<file path="src/rtl/i2c_middle_pkg.sv">
// rtl/i2c_middle_pkg.sv - shared FSM states, command and status codes for i2c_middle
package i2c_middle_pkg;

    typedef logic [2:0] state_t;

    localparam state_t IDLE  = 3'd0;
    localparam state_t ADDR  = 3'd1;
    localparam state_t LEN   = 3'd2;
    localparam state_t WDATA = 3'd3;
    localparam state_t DRAIN = 3'd4;
    localparam state_t ISSUE = 3'd5;
    localparam state_t XFER  = 3'd6;
    localparam state_t RESP  = 3'd7;

    localparam logic [7:0] CMD_WRITE = 8'h01;
    localparam logic [7:0] CMD_READ  = 8'h02;

    localparam logic [7:0] RSP_OK       = 8'h00;
    localparam logic [7:0] RSP_NACK     = 8'h01;
    localparam logic [7:0] RSP_OVERFLOW = 8'h02;
    localparam logic [7:0] RSP_RD_ABORT = 8'hFF;

    // States in which the switch side may hand us bytes.
    function automatic logic accepts_bytes(input state_t s);
        return (s == IDLE) || (s == ADDR) || (s == LEN) || (s == WDATA) || (s == DRAIN);
    endfunction

endpackage

</file>
<file path="src/rtl/i2c_middle_sync_fifo.sv">
// rtl/i2c_middle_sync_fifo.sv - single-clock FIFO with occupancy count and synchronous clear
module sync_fifo #(
    parameter int WIDTH = 8,
    parameter int DEPTH = 16
) (
    input  logic                       clk,
    input  logic                       rst,
    input  logic                       clear,
    input  logic                       push,
    input  logic [WIDTH-1:0]           push_data,
    input  logic                       pop,
    output logic [WIDTH-1:0]           head,
    output logic                       full,
    output logic                       empty,
    output logic [$clog2(DEPTH+1)-1:0] count
);
    localparam int AW = (DEPTH > 1) ? $clog2(DEPTH) : 1;
    localparam int CW = $clog2(DEPTH + 1);

    logic [WIDTH-1:0] mem [DEPTH];
    logic [AW-1:0]    wr_ptr;
    logic [AW-1:0]    rd_ptr;
    logic             push_ok;
    logic             pop_ok;

    function automatic logic [AW-1:0] ptr_inc(input logic [AW-1:0] p);
        return (p == AW'(DEPTH - 1)) ? '0 : p + AW'(1);
    endfunction

    assign full    = (count == CW'(DEPTH));
    assign empty   = (count == '0);
    assign push_ok = push && !full;
    assign pop_ok  = pop && !empty;
    assign head    = mem[rd_ptr];

    always_ff @(posedge clk or negedge rst) begin
        if (!rst) begin
            wr_ptr <= '0;
            rd_ptr <= '0;
            count  <= '0;
        end else if (clear) begin
            wr_ptr <= '0;
            rd_ptr <= '0;
            count  <= '0;
        end else begin
            if (push_ok) wr_ptr <= ptr_inc(wr_ptr);
            if (pop_ok)  rd_ptr <= ptr_inc(rd_ptr);
            count <= count + CW'(push_ok) - CW'(pop_ok);
        end
    end

    always_ff @(posedge clk) begin
        if (push_ok && !clear) mem[wr_ptr] <= push_data;
    end

endmodule

</file>
<file path="src/rtl/i2c_middle.sv">
// rtl/i2c_middle.sv - switch byte-stream to I2C master command/data bridge
module i2c_middle
    import i2c_middle_pkg::*;
#(
    parameter int         FIFO_DEPTH = 16,
    parameter logic [7:0] STATUS_OK  = 8'h00
) (
    input  logic       clk,
    input  logic       rst,
    input  logic       sw_axis_tvalid,
    input  logic [7:0] sw_axis_tdata,
    input  logic       sw_axis_tlast,
    output logic       sw_axis_tready,
    output logic       m_axis_tvalid,
    output logic [7:0] m_axis_tdata,
    output logic       m_axis_tlast,
    input  logic       m_axis_tready,
    output logic       i2c_cmd_valid,
    input  logic       i2c_cmd_ready,
    output logic       i2c_cmd_rw,
    output logic [6:0] i2c_cmd_addr,
    output logic [7:0] i2c_cmd_len,
    output logic       i2c_wr_tvalid,
    output logic [7:0] i2c_wr_tdata,
    input  logic       i2c_wr_tready,
    input  logic       i2c_rd_tvalid,
    input  logic [7:0] i2c_rd_tdata,
    input  logic       i2c_done,
    input  logic       i2c_nack
);
    localparam int CW = $clog2(FIFO_DEPTH + 1);

    state_t        state;
    state_t        state_d;
    logic          hold;
    logic          is_rd;
    logic [6:0]    slv_addr;
    logic [7:0]    rd_len;
    logic [7:0]    rd_cnt;
    logic [7:0]    rd_cnt_nx;
    logic          ovf;
    logic          nack_flag;
    logic          pend_ff;
    logic          acc;
    logic          slot_free;
    logic          rd_take;
    logic          resp_go;
    logic [7:0]    resp_code;
    logic          fifo_push;
    logic          fifo_pop;
    logic          fifo_clear;
    logic          fifo_full;
    logic          fifo_empty;
    logic [7:0]    fifo_head;
    logic [CW-1:0] fifo_count;

    assign acc        = sw_axis_tvalid && sw_axis_tready;
    assign slot_free  = !m_axis_tvalid || m_axis_tready;
    assign rd_take    = (state == XFER) && is_rd && i2c_rd_tvalid && slot_free && !pend_ff && (rd_cnt < rd_len);
    assign rd_cnt_nx  = rd_cnt + (rd_take ? 8'd1 : 8'd0);
    assign resp_go    = (state == RESP) && slot_free && !pend_ff;
    assign resp_code  = nack_flag ? RSP_NACK : (ovf ? RSP_OVERFLOW : STATUS_OK);

    assign fifo_push  = acc && (state == WDATA) && !fifo_full;
    assign fifo_pop   = i2c_wr_tvalid && i2c_wr_tready;
    // Anything the slave did not take is discarded once the transfer ends.
    assign fifo_clear = (state == XFER) && i2c_done;

    assign i2c_cmd_valid = (state == ISSUE);
    assign i2c_cmd_rw    = is_rd;
    assign i2c_cmd_addr  = slv_addr;
    assign i2c_cmd_len   = is_rd ? rd_len : 8'(fifo_count);
    assign i2c_wr_tvalid = (state == XFER) && !is_rd && !fifo_empty;
    assign i2c_wr_tdata  = i2c_wr_tvalid ? fifo_head : 8'h00;

    sync_fifo #(
        .WIDTH(8),
        .DEPTH(FIFO_DEPTH)
    ) u_wr_fifo (
        .clk       (clk),
        .rst       (rst),
        .clear     (fifo_clear),
        .push      (fifo_push),
        .push_data (sw_axis_tdata),
        .pop       (fifo_pop),
        .head      (fifo_head),
        .full      (fifo_full),
        .empty     (fifo_empty),
        .count     (fifo_count)
    );

    always_comb begin
        state_d = state;
        case (state)
            IDLE:  if (acc && !sw_axis_tlast)
                       state_d = (sw_axis_tdata == CMD_READ || sw_axis_tdata == CMD_WRITE) ? ADDR : DRAIN;
            ADDR:  if (acc) state_d = sw_axis_tlast ? IDLE : (is_rd ? LEN : WDATA);
            LEN:   if (acc) state_d = (sw_axis_tdata == 8'd0) ? IDLE : ISSUE;
            WDATA: if (acc && sw_axis_tlast) state_d = ISSUE;
            DRAIN: if (acc && sw_axis_tlast) state_d = IDLE;
            ISSUE: if (i2c_cmd_ready) state_d = XFER;
            XFER:  if (i2c_done) state_d = is_rd ? IDLE : RESP;
            RESP:  if (resp_go) state_d = IDLE;
            default: state_d = IDLE;
        endcase
    end

    always_ff @(posedge clk or negedge rst) begin
        if (!rst) begin
            state          <= IDLE;
            sw_axis_tready <= 1'b0;
            hold           <= 1'b0;
            is_rd          <= 1'b0;
            slv_addr       <= '0;
            rd_len         <= '0;
            rd_cnt         <= '0;
            ovf            <= 1'b0;
            nack_flag      <= 1'b0;
            pend_ff        <= 1'b0;
            m_axis_tvalid  <= 1'b0;
            m_axis_tdata   <= '0;
            m_axis_tlast   <= 1'b0;
        end else begin
            state <= state_d;

            // Two dead cycles after every accepted byte; otherwise ready follows the next state.
            if (acc) begin
                sw_axis_tready <= 1'b0;
                hold           <= 1'b1;
            end else if (hold) begin
                hold <= 1'b0;
            end else begin
                sw_axis_tready <= accepts_bytes(state_d);
            end

            if (acc && state == IDLE)  is_rd    <= (sw_axis_tdata == CMD_READ);
            if (acc && state == ADDR)  slv_addr <= sw_axis_tdata[6:0];
            if (acc && state == LEN)   rd_len   <= sw_axis_tdata;
            if (acc && state == WDATA && fifo_full) ovf <= 1'b1;

            if (state == ISSUE) rd_cnt <= '0;
            else                rd_cnt <= rd_cnt_nx;

            if (resp_go) begin
                ovf       <= 1'b0;
                nack_flag <= 1'b0;
            end

            if (slot_free) begin
                m_axis_tvalid <= 1'b0;
                m_axis_tlast  <= 1'b0;
                if (pend_ff) begin
                    m_axis_tvalid <= 1'b1;
                    m_axis_tdata  <= RSP_RD_ABORT;
                    m_axis_tlast  <= 1'b1;
                    pend_ff       <= 1'b0;
                end else if (resp_go) begin
                    m_axis_tvalid <= 1'b1;
                    m_axis_tdata  <= resp_code;
                    m_axis_tlast  <= 1'b1;
                end else if (rd_take) begin
                    m_axis_tvalid <= 1'b1;
                    m_axis_tdata  <= i2c_rd_tdata;
                    m_axis_tlast  <= (rd_cnt_nx == rd_len);
                end
            end

            // A NACKed read that came up short is closed with a single 0xFF marker.
            if (state == XFER && i2c_done) begin
                nack_flag <= i2c_nack;
                if (is_rd && i2c_nack && rd_cnt_nx < rd_len) pend_ff <= 1'b1;
            end
        end
    end

endmodule

</file>
<file path="config.mk">
export PLATFORM = sky130hd
export DESIGN_NAME = i2c_middle
export DESIGN_NICKNAME = d
export VERILOG_FILES = /design/src/rtl/i2c_middle_pkg.sv /design/src/rtl/i2c_middle_sync_fifo.sv /design/src/rtl/i2c_middle.sv
export SDC_FILE = /design/constraint.sdc
export NUM_CORES = 1
export LEC_CHECK = 0
export ABC_CLOCK_PERIOD_IN_PS = 8600
export BUFFER_PORTS_ARGS = -buffer_cell sky130_fd_sc_hd__buf_2
export CORE_ASPECT_RATIO = 0.6
export CORE_MARGIN = 3
export CORE_UTILIZATION = 50
export CTS_CLUSTER_SIZE = 24
export DETAILED_ROUTE_END_ITERATION = 7
export PLACE_DENSITY = 0.66
export SYNTH_ARGS = -nofsm -noshare
export SYNTH_HDL_FRONTEND = slang
export SYNTH_SLANG_ARGS = --single-unit
</file>
<file path="constraint.sdc">
create_clock -name clk -period 8.6 [get_ports clk]
set_input_delay 0.43 -clock clk [delete_from_list [all_inputs] [get_ports clk]]
set_output_delay 0.43 -clock clk [all_outputs]
set_load 0.01 [all_outputs]
</file>
; Word level (Yosys, flattened, before mapping)
; Memory sizes are Yosys's and may differ from the RTL's.
; Cells that the tools add are included.
[totals]
n_memories = 1
wordCells = 138
output_inout_bits = 37
in_bits = 26
reg_bits = 55
mem_bits_rw = 128
[classes]
order_cmp = 2
n_eq_ne = 18
add_sub_neg = 5
n_reduce_logical = 48
muxes = 48
[memory_table]
columns = memory, depth, word_bits, read_ports, rd_ports_with_merged_regs, wr, line_no
row1 = u_wr_fifo.mem, 16, 8, 1, 0, 1, i2c_middle_sync_fifo.sv:20  ; logic [WIDTH-1:0] mem [DEPTH];
[op_table]
columns = op, count
row1 = 8-bit two-way mux, 6
row2 = 3-bit two-way mux, 11
row3 = 1-bit logical AND, 25
row4 = 4-bit two-way mux, 6
row5 = 3-bit one-hot mux with 8 select lines, 1
row6 = 1-bit two-way mux, 20
row7 = 8-bit less-than comparator, 2
row8 = "3-bit == test, second input constant", 5
row9 = "3-bit by 2-bit == test with 1-bit output, second input constant", 4
row10 = "4-bit by 1-bit adder with 4-bit output, second input constant", 2
row11 = 8-bit by 1-bit adder with 8-bit output, 1
row12 = "4-bit == test, second input constant", 2
row13 = "8-bit by 1-bit == test with 1-bit output, second input constant", 1
row14 = "8-bit by 2-bit == test with 1-bit output, second input constant", 1
row15 = 8-bit == test, 1
row16 = 8-bit logical NOT, 1
row17 = 2-bit nonzero test, 4
row18 = 1-bit logical NOT, 7
row19 = "3-bit by 1-bit == test with 1-bit output, second input constant", 2
row20 = 3-bit logical NOT, 2
row21 = 1-bit logical OR, 6
row22 = 2-bit two-way mux, 3
row23 = 5-bit by 1-bit adder with 5-bit output, 1
row24 = "5-bit == test, second input constant", 1
row25 = other kinds (6), 6

; Depth between registers and ports, before layout
[depth]
depth_word = 13
ltp_mapped = 17
ltp_nobuf = 17

; By module
; A second synthesis with hierarchy kept.
[hier_totals]
hier_cells = 592
hier_area_um2 = 8386.8
[by_module_without_submodules]
columns = module, cells_per_inst, seq_area_each_um2, instances, area_each_um2
row1 = sync_fifo, 340, 4169.0, 1, 5901.9
row2 = i2c_middle, 252, 1051.0, 1, 2484.9

; Worst setup path before layout
; OpenSTA, ideal clock, no wires.
[synth_timing]
path_kind = register to register
start = reg rd_cnt[5]
end = reg m_axis_tlast
t_arrival_ps = 2901
t_required_ps = 8518
path_buffers = 0
path_stages_with_launch = 16
setup_ps = 82
setup_slack_ps = 5617
synth_period_minus_slack_ps = 2983
path_cell_list = dfrtp_1 ha_1 a21o_1 a21oi_1 o2111ai_1 o21bai_2 inv_1 ha_1 ha_1 nand3_1 nor2_1 xor2_1 ha_1 nand4_1 or3_1 a31oi_1
[synth_between]
elab_chain_len = 8
[synth_lines]
columns = element, line_no
row1 = "start, declared", i2c_middle.sv:39  ; logic [7:0] rd_cnt;
row2 = "start signal, assigned", i2c_middle.sv:142  ; else rd_cnt <= rd_cnt_nx;
row3 = 8-bit less-than comparator, i2c_middle.sv:59  ; assign rd_take = (state == XFER) && is_rd && i2c_rd_tvalid && slot_free && !pend_ff && (rd_cnt < rd_len);
row4 = 1-bit logical AND, i2c_middle.sv:59
row5 = 1-bit two-way mux, i2c_middle.sv:60  ; assign rd_cnt_nx = rd_cnt + (rd_take ? 8'd1 : 8'd0);
row6 = 8-bit by 1-bit adder with 8-bit output, i2c_middle.sv:60
row7 = 8-bit == test, i2c_middle.sv:164  ; m_axis_tlast <= (rd_cnt_nx == rd_len);
row8 = 1-bit two-way mux (*), i2c_middle.sv:161  ; end else if (rd_take) begin
row9 = 1-bit two-way mux (*), i2c_middle.sv:157  ; end else if (resp_go) begin
row10 = 1-bit two-way mux (*), i2c_middle.sv:152  ; if (pend_ff) begin
row11 = "end signal, assigned", i2c_middle.sv:164
row12 = "end, declared", i2c_middle.sv:16  ; output logic m_axis_tlast,
; Mark *: on every way between the ends. The rest lies on a longest branch, timed or not.
; A chain may end at the register's enable or synchronous reset.

; Worst setup path in the final report
[layout_timing]
start = reg is_rd, in the netlist i2c_cmd_rw
end = reg pend_ff
[layout_between]
elab_chain_len = 11
elab_cells_between_ends = 12
classes_between = 1 x add/sub / 1 x order compare / 3 x mux / 7 x reduce/logical
[layout_lines]
columns = element, line_no
row1 = "start, declared", i2c_middle.sv:36  ; logic is_rd;
row2 = "start signal, assigned", i2c_middle.sv:136  ; if (acc && state == IDLE) is_rd <= (sw_axis_tdata == CMD_READ);
row3 = 1-bit logical AND (5 in series), i2c_middle.sv:59
row4 = 1-bit two-way mux, i2c_middle.sv:60
row5 = 8-bit by 1-bit adder with 8-bit output, i2c_middle.sv:60
row6 = 8-bit less-than comparator, i2c_middle.sv:171  ; if (is_rd && i2c_nack && rd_cnt_nx < rd_len) pend_ff <= 1'b1;
row7 = 1-bit logical AND (*), i2c_middle.sv:171
row8 = 1-bit two-way mux (*), i2c_middle.sv:171
row9 = 1-bit two-way mux (*), i2c_middle.sv:169  ; if (state == XFER && i2c_done) begin
row10 = "end signal, assigned", i2c_middle.sv:119  ; pend_ff <= 1'b0;
row11 = "end signal, assigned", i2c_middle.sv:156  ; pend_ff <= 1'b0;
row12 = "end signal, assigned", i2c_middle.sv:171
row13 = "end, declared", i2c_middle.sv:43  ; logic pend_ff;
; Marks and branches as above.

==> summary.md <==
| Metric | Value |
|---|---|
| Outcome | `completed` |
| Vias in the first global route | `about 5000` |
| Power per cell area | `290 nW/um^2` |
| Row count | `35` |
| VDD IR max | `202 uV` |
| Setup CP Type | `reg2reg` |
| Max Cap Viol | `0` |
| Asr flop ratio synth | `0.301` |
| Root Driver | `clkbuf_16` |
| Placer Congestion | `0.884` |
| Most common cell after layout, fill and taps aside | `edfxtp_1` |
| Switch share | `0.316` |
| Layout Skew | `16.8 ps` |
| R2r setup slk | `approximately 5000 ps` |
| Critical Path Sink Type | `flop` |
| Post-Syn Nets | `634` |
| Detailed placer's ending HPWL | `12900 um` |
| Post-synth EDFFs | `around 130` |
| Max Root-Sink Buffers | `2` |
| Buffers added on ports | `between 60 and 70` |
| Sequential power share | `0.415` |
| Worst r2r dst | `pend_ff$_DFF_PN0_` |
| CP Data Arrival Time | `3800 ps` |
| CTS tree | `built` |
| Hold crit path type | `in2async` |
| Flops & latches, synth | `183` |
| Post-CTS Resized | `0` |
| Synth Flop Type | `edfxtp_1` |
| Clock transition at path regs | `70 ps` |
| Pre-CTS setup slack | `5210 ps` |
| Tcrit/Tclk final | `0.403` |
| Most frequent cells in the layout | `edfxtp_1 (128), buf_2 (62), dfrtp_1 (54)` |
| Filler Cells Inserted | `1210` |
| Global-route wire length before repair | `29000 um` |
| DRC | `0` |
| Global Route Usage Sum | `0.214` |
| Worst hold margin | `114 ps` |
| Finished Cell Area | `9390 sq um` |
| Fin worst setup slack | `between 5000 and 6000 ps` |
| F_max | `0.289 GHz` |
| I/O pin total | `63` |
| Worst Path Required | `8940 ps` |
| Clock share of power | `0.315` |
| H-tree levels | `4` |
| Max-slew violation count | `0` |
| Hold_buf cts | `0` |
| Combinational power share | `0.270` |
| Chip height | `106 um` |
| TNS Setup | `0 ps` |
| Clock latency on the worst-skew pair | `430 ps` |
| NumNets Final | `695` |
| R2R depth | `14` |
| Sink Count | `183` |
| DRT Pass-1 Iters | `5` |
| Tmin final | `3460 ps` |
| Post-Route WL | `18700 um` |
| Slew of the pin with the lowest slew margin | `802 ps` |
| Yosys cell types | `61` |
| Final ANT Viol Nets | `0` |
| Leak | `0.00363 uW` |
| Synth Cell Area | `8270 sq um` |
| Post-DP Area | `approximately 8700 sq um` |
| Initial antenna violation count | `0` |
| Via count | `just over 5000` |
| # setup viols final | `0` |
| Hold Fails Final Rpt | `0` |
| Initial Util | `0.524` |
| Postcts setup bufs | `0` |
| RSZ-0062 raised after global routing | `false` |
| Yosys warnings | `0` |
| Synthesis-to-finish area growth | `13.6%` |
| Routed vias/inst | `5.91` |
| R2R Path Start | `i2c_cmd_rw$_DFFE_PN0P_` |
| Sequential area share after synthesis | `0.631` |
| Initial DRC count | `roughly 440` |
| Internal Power | `around 1900 uW` |
| Chip Width | `roughly 170 um` |
| Avg Cell Area, Syn | `14.3 sq um` |
| Worst Path Max Fanout | `21` |
| Ant. Diodes | `0` |
| Largest net degree at the start of global routing | `56` |
| Layout cells sized above 1 | `0.217` |
| Remaining global-route overflow | `0` |
| Core Box Area | `15800 sq um` |
| Worst Setup SP | `i2c_cmd_rw$_DFFE_PN0P_` |
| CP Launch Type | `flop` |
| NetSw | `about 860 uW` |
| Final Core Density | `0.596` |
| Cells after Synth | `579` |
| Number of buffers created by CTS | `17` |
| Die Area | `18200 sq um` |
| WL/cell | `about 22 um` |
| Rel. slew slack | `0.465` |
-- routing by layer --
layer / GRT usage / vias up / share of wire
met5: 0 / - / 0
met4: 0.0490 / 0 / 0.011
met3: 0.0547 / 21 / 0.077
met2: 0.292 / 187 / 0.42
met1: 0.343 / 2550 / 0.49
li1: - / 2303 / -
-- worst max-delay path by stage --
stage	endpoint	depth (start not counted)
2_1_floorplan	m_axis_tlast$_DFFE_PN0N_	15
3_3_place_gp	u_wr_fifo.count[4]$_DFF_PN0_	14
3_5_place_dp	u_wr_fifo.count[4]$_DFF_PN0_	14
4_1_cts	u_wr_fifo.count[4]$_DFF_PN0_	14
5_1_grt	m_axis_tlast$_DFFE_PN0N_	14
6_report	pend_ff$_DFF_PN0_	14
-- critical path, stage by stage (launching register included) --
cell and delay (ps):
dfrtp_1 760, nand2_1 90, nor4_1 230, o2111ai_1 160
o21bai_2 280, inv_1 130, ha_1 200, ha_1 270
ha_1 290, nor2b_1 140, o21ai_0 210, nand2b_1 80
a21oi_1 260, o2111ai_1 150, o21ai_0 130
-- cells in the mapped netlist, types with 9 or more instances --
cell / instances / area [sq um]
nand2_1: 40 / 150
dfrtp_1: 55 / 1380
and2_1: 24 / 150
ha_1: 28 / 350
a21oi_1: 28 / 140
mux2i_1: 25 / 250
o21ai_0: 28 / 140
nor2b_1: 9 / 56.3
nor2_1: 20 / 75.1
edfxtp_1: 128 / 3840
nand3_1: 14 / 70.1
clkbuf_1: 11 / 41.3
inv_1: 28 / 105
mux4_2: 22 / 495
mux2_2: 13 / 146
-- per-stage QoR --
stage                     cells  power (uW)
final                       856        2730
after global routing        856        2860
after CTS                   856        2740
after detailed placement    824        1880
after global placement      824        1850
after floorplan             579        1650
-- power by group through the flow --
stage	clock (uW)	sequential, uW	combinational, uW
floorplan	0	1130	524
global placement	0	1140	712
detailed placement	0	1150	730
CTS	873	1130	738
global route	905	1150	806
finish	859	1130	735
-- cell families after synthesis --
family,synth area share
AOI/OAI and AO/OA,0.0752
xor gates and xnor gates,0.0127
adders and majority gates,0.0448
and+or+nand+nor,0.0887
buffers and inverters,0.0298
DFF,0.631
muxes,0.117
-- sequential cells by signal, summed over array words and instances (netlist names), 3 cells and up --
name / count
u_wr_fifo.wr_ptr: 4
u_wr_fifo.count: 5
u_wr_fifo.rd_ptr: 4
i2c_cmd_addr: 7
m_axis_tdata: 8
state: 3
u_wr_fifo.mem: 128
rd_len: 8
rd_cnt: 8
-- layout make-up --
cell class                      instances  area [sq um]  area share
Sequential cell                       183          5220       0.556
Inverter                               30           118      0.0125
Clock buffer                           17           425      0.0453
Tap cell                              203           254      0.0270
Multi-Input combinational cell        342          2800       0.298
Clock inverter                         15           230      0.0245
Timing Repair Buffer                   66           340      0.0362
No activity file was read; power rests on OpenSTA's default activity.
